===== config.mk =====
export PLATFORM = sky130hd
export DESIGN_NAME = square_reconstruct
export DESIGN_NICKNAME = d
export VERILOG_FILES = /design/src/rtl/square_reconstruct_pkg.sv /design/src/rtl/square_reconstruct_shift_add_multiplier.sv /design/src/rtl/square_reconstruct.sv
export SDC_FILE = /design/constraint.sdc
export NUM_CORES = 1
export LEC_CHECK = 0
export BUFFER_PORTS_ARGS = -buffer_cell sky130_fd_sc_hd__buf_2
export CORE_ASPECT_RATIO = 0.9
export CORE_MARGIN = 8
export CORE_UTILIZATION = 55
export DETAILED_ROUTE_END_ITERATION = 10
export MAX_ROUTING_LAYER = met4
export PLACE_DENSITY = 0.78
export RECOVER_POWER = 25
export SYNTH_ARGS = -nofsm -noshare
export SYNTH_HDL_FRONTEND = slang
export SYNTH_SLANG_ARGS = --single-unit

===== constraint.sdc =====
create_clock -name clk -period 6.2 [get_ports clk]
set_clock_uncertainty 0.05 [all_clocks]
set_input_delay 0.31 -clock clk [delete_from_list [all_inputs] [get_ports clk]]
set_output_delay 0.31 -clock clk [all_outputs]
set_load 0.005 [all_outputs]

===== src/rtl/square_reconstruct_pkg.sv =====
// Shared types for the square-root round-trip checker: FSM state encoding and default word length.
package square_root_pkg;
  localparam int WORD_LENGTH_DEF = 16;

  typedef enum logic [1:0] {
    IDLE,
    MULT,
    ADD,
    DONE
  } state_t;
endpackage


===== src/rtl/square_reconstruct_shift_add_multiplier.sv =====
// Sequential shift-add multiplier: one multiplier bit per step, LSB first, 2*WORD_LENGTH accumulator.
module shift_add_multiplier
  import square_root_pkg::*;
#(
  parameter int WORD_LENGTH = WORD_LENGTH_DEF
) (
  input  logic                     clk,
  input  logic                     reset,
  input  logic                     i_load,
  input  logic                     i_step,
  input  logic [WORD_LENGTH-1:0]   i_mcand,
  input  logic [WORD_LENGTH-1:0]   i_mplier,
  output logic                     o_last,
  output logic [2*WORD_LENGTH-1:0] o_acc
);
  localparam int CNT_W = $clog2(WORD_LENGTH) + 1;

  logic [2*WORD_LENGTH-1:0] r_acc;
  logic [CNT_W-1:0]         r_cnt;
  logic [2*WORD_LENGTH-1:0] w_addend;

  assign w_addend = {{WORD_LENGTH{1'b0}}, i_mcand} << r_cnt;

  always_ff @(posedge clk or negedge reset) begin
    if (!reset) begin
      r_acc <= '0;
      r_cnt <= '0;
    end else if (i_load) begin
      r_acc <= '0;
      r_cnt <= '0;
    end else if (i_step) begin
      if (i_mplier[r_cnt[CNT_W-2:0]]) r_acc <= r_acc + w_addend;
      r_cnt <= r_cnt + 1'b1;
    end
  end

  // Asserted during the step that consumes the final multiplier bit
  assign o_last = (r_cnt == CNT_W'(WORD_LENGTH - 1));
  assign o_acc  = r_acc;
endmodule


===== src/rtl/square_reconstruct.sv =====
// Rebuilds value = root*root + residue from a SquareRoot result pair.
// Optional residue range check is built only when RESIDUE_CHECK_EN is defined.
module square_reconstruct
  import square_root_pkg::*;
#(
  parameter int WORD_LENGTH = WORD_LENGTH_DEF
) (
  input  logic                     clk,
  input  logic                     reset,
  input  logic                     start,
  input  logic [WORD_LENGTH-1:0]   root,
  input  logic [WORD_LENGTH-1:0]   residue,
  output logic                     ready,
  output logic                     done,
  output logic [2*WORD_LENGTH-1:0] value,
  output logic                     residue_err
);
  state_t r_state, w_next;
  logic [WORD_LENGTH-1:0]   r_root, r_residue;
  logic [2*WORD_LENGTH-1:0] r_value;
  logic [2*WORD_LENGTH-1:0] w_acc;
  logic w_load, w_step, w_last;

  always_ff @(posedge clk or negedge reset) begin
    if (!reset) r_state <= IDLE;
    else        r_state <= w_next;
  end

  always_comb begin
    w_next = r_state;
    w_load = 1'b0;
    w_step = 1'b0;
    case (r_state)
      IDLE: if (start) begin
        w_load = 1'b1;
        w_next = MULT;
      end
      MULT: begin
        w_step = 1'b1;
        if (w_last) w_next = ADD;
      end
      ADD:     w_next = DONE;
      DONE:    w_next = IDLE;
      default: w_next = IDLE;
    endcase
  end

  assign ready = (r_state == IDLE);
  assign done  = (r_state == DONE);

  always_ff @(posedge clk or negedge reset) begin
    if (!reset) begin
      r_root    <= '0;
      r_residue <= '0;
      r_value   <= '0;
    end else begin
      if (w_load) begin
        r_root    <= root;
        r_residue <= residue;
      end
      if (r_state == ADD) r_value <= w_acc + {{WORD_LENGTH{1'b0}}, r_residue};
    end
  end

  assign value = r_value;

  shift_add_multiplier #(
    .WORD_LENGTH(WORD_LENGTH)
  ) u_mult (
    .clk     (clk),
    .reset   (reset),
    .i_load  (w_load),
    .i_step  (w_step),
    .i_mcand (r_root),
    .i_mplier(r_root),
    .o_last  (w_last),
    .o_acc   (w_acc)
  );

`ifdef RESIDUE_CHECK_EN
  logic r_residue_err;

  // A valid square-root residue never exceeds 2*root
  always_ff @(posedge clk or negedge reset) begin
    if (!reset)                r_residue_err <= 1'b0;
    else if (r_state == ADD)   r_residue_err <= ({1'b0, r_residue} > {r_root, 1'b0});
  end

  assign residue_err = r_residue_err;
`else
  assign residue_err = 1'b0;
`endif
endmodule


==> flow_summary.yaml <==
floorplanning:
  num_rows: 41
  die_y_microns: 128
  start_util: 0.553
  die_area_sq_um: 17900
  design.core.area_sq_um: 13800
  io_pins: 70
  fp.dieW_microns: 140
routing:
  ant_nets: 0
  route.layer.met1.wl_mm: 9.06
  top_layer: "met4"
  detail_route.iter0.violations: 457
  vias: 6372
  routedWlPerCell_microns: 16.1
  wirelength_mm: 17.9
  drtPass1Iterations: 5
  vias_per_cell: 5.74
  wl_met3_mm: 1.15
  met2_length_mm: 7.44
  drc: 0
sta:
  worstMarginPinSlew_ps: 1900
  post-route-period-util: 0.798
  finalSetupTns_ps: 0
  rsz0062_at_grt: "false"
  final_max_slew_viol_count: 37
  timing.slew.headroom: -0.269
  finalHoldViolCount: 0
  fin_hold_ws_ps: 87.3
  setup_violations: 0
  period_needed_ps: 4950
  max_freq_ghz: 0.202
  finalWorstSetupSlack_ps: 1250
critical_path:
  critical_path_required_ps: 6430
  crit_top_cell: "mux2i_1"
  cpPeakStageDelay_ps: 970
  reg2regPathDepth: 17
  start_kind: "flip-flop"
  crit_slowest_cell: "dfrtp_1"
  crit_fanout: 23
  path_cells: "buf_4 -> mux2i_1 -> mux2i_1 -> nand2_1 -> mux2i_1 -> and2_1 -> ha_1 -> and4_4 -> and4_1 -> o211ai_2 -> a2111oi_2 -> o21a_1 -> o21ai_2 -> o21ai_2 -> mux2_4 -> a21o_1 -> a21oi_2"
  end_kind: "flip-flop"
  arrival_ps: 5180
  critPathKind: "flip-flop to flip-flop"
pwr:
  p_total_mw: 4.41
  leakagePower_nw: 4.10
  ir_drop_mv: 0.320
  powerDensity_nw_per_um2: 528
placed_design:
  routabilityCongestion: 1.00
  port-buffer-count: 68
  dp_hpwl_mm: 13.4
  dp_slack_ps: 1340
cts:
  insertion_delay_ps: 360
  ctsHoldBuffers: 1
  cts_setup_buffers: 0
  numCtsBuffers: 9
  h-tree-depth: 3
  cts-resized-gates: 0
  cts_buffer_depth: 2
  cts_tree: "done"
  cts.sinks: 103
  cts-root-buf: "clkbuf_16"
  clkTransAtPathRegs_ps: 70
global_routing:
  antenna_found_initial: 0
  grt_max_degree: 71
  grt_pass1_wl_mm: 29.7
  gr-usage-all-layers: 0.209
  grt_overflow: 0
  grt_pass1_vias: 5821
synth:
  ys_ff_latch: 103
  synth_flop_cell: "dfrtp_1"
  yosysSeqAreaShare: 0.338
  synth_area_sq_um: 7630
  synth_fp_nets: 981
  async_flop_share: 1.00
  synth_warnings: 0
  avgSynthCellArea_sq_um: 8.56
  synth_cell_types: 74
  synth_edf_count: 0
  syn_inst: 891
worst_hold_path:
  hp-class: "input port to flip-flop"
  min_path_cells: 3
finish:
  fillerInstances: 1239
  final_cell_mix: "nand2_1 (151), dfrtp_1 (103), nor2_1 (102)"
  layout.nets: 1025
  area_growth_pct: 9.38
  insertedDiodeCount: 0
  final_common_cell: "nand2_1"
  drive_gt1_frac: 0.125
status:
  failed_checks: "max-capacitance violations, max-slew violations"
  status: "complete, but fails checks"
flow_run:
  maxCapViolCount: 1
final cells by class:
cell class | count | area (sq um) | area share
repair buffers | 74 | 372 | 0.0445
inverters | 24 | 90.1 | 0.0108
flip-flops and latches | 103 | 2580 | 0.309
clock inverters | 3 | 47.5 | 0.00570
multi-input cells | 723 | 4780 | 0.572
clock buffers | 12 | 267 | 0.0319
well taps | 172 | 215 | 0.0258
routing by layer:
layer  up-vias  track usage
li1       3236            -
met1      2940        0.298
met2       180        0.299
met3        16       0.0417
met4         0       0.0529
met5         -            -
cells in the mapped netlist (all sizes together), types with 5 or more instances:
master  instances  area, sq um
a211oi          9         77.6
a21boi          5         37.5
a21o           23          173
a21oi          72          364
a31oi           9         62.6
and2           13         81.3
and3           10         67.6
buf            10         70.1
clkbuf         31          116
dfrtp         103         2580
ha             53          663
inv            24         90.1
mux2           16          188
mux2i          33          330
mux4            8          195
nand2         152          578
nand2b          5         31.3
nand3          17         85.1
nand4           6         37.5
nor2          103          394
nor2b          10         62.6
nor3           14         70.1
o21a           11         82.6
o21ai          38          198
o22ai           9         56.3
or2             5         31.3
xnor2          20          175
xor2           28          245
worst max-delay path: cells and delay by family, from the launching register on:
family | cells | cell delay, ps
compound gates | 7 | 1400
fa+ha+maj | 1 | 410
mux | 4 | 940
buf+inv | 1 | 280
simple gates | 4 | 820
flops | 1 | 970
path summary, 6_finish.rpt:
kind	start	endpoint	slack (ps)
min in group asynchronous	reset	value[0]	970
hold reg to reg	value[10]	value[10]	430
setup reg to reg	u_mult.r_cnt[0]	u_mult.o_acc[31]	1250
setup / recovery	u_mult.r_cnt[0]	u_mult.o_acc[31]	1250
hold / removal	residue[9]	r_residue[9]	90
max in group asynchronous	reset	value[26]	3420
through the flow:
stage,cell area (sq um),util,cells
after floorplan,7630,-,891
after global placement,8040,0.583,1095
after detailed placement,8040,0.583,1095
after CTS,8360,0.606,1111
after global routing,8340,0.605,1111
final,8340,0.605,1111
kinds of logic after synthesis:
| kind of cell | share of synthesized area |
|---|---|
| simple gates | 0.203 |
| buf+inv | 0.0362 |
| compound gates | 0.182 |
| fa+ha+maj | 0.0922 |
| other cells | 0.000492 |
| xor+xnor | 0.0551 |
| flops | 0.338 |
| mux | 0.0935 |
flip-flops by register name (all words and copies together), names as in the netlist:
register and flops:
r_root 16, u_mult.r_cnt 5, r_state 2, r_residue 16, u_mult.o_acc 32, value 32
power by group:
part           switching, mW  internal (mW)
Combinational           1.46           1.08
Sequential             0.315          0.956
Clock                  0.251          0.347
Total                   2.02           2.38
(Power assumes the default switching activity.)
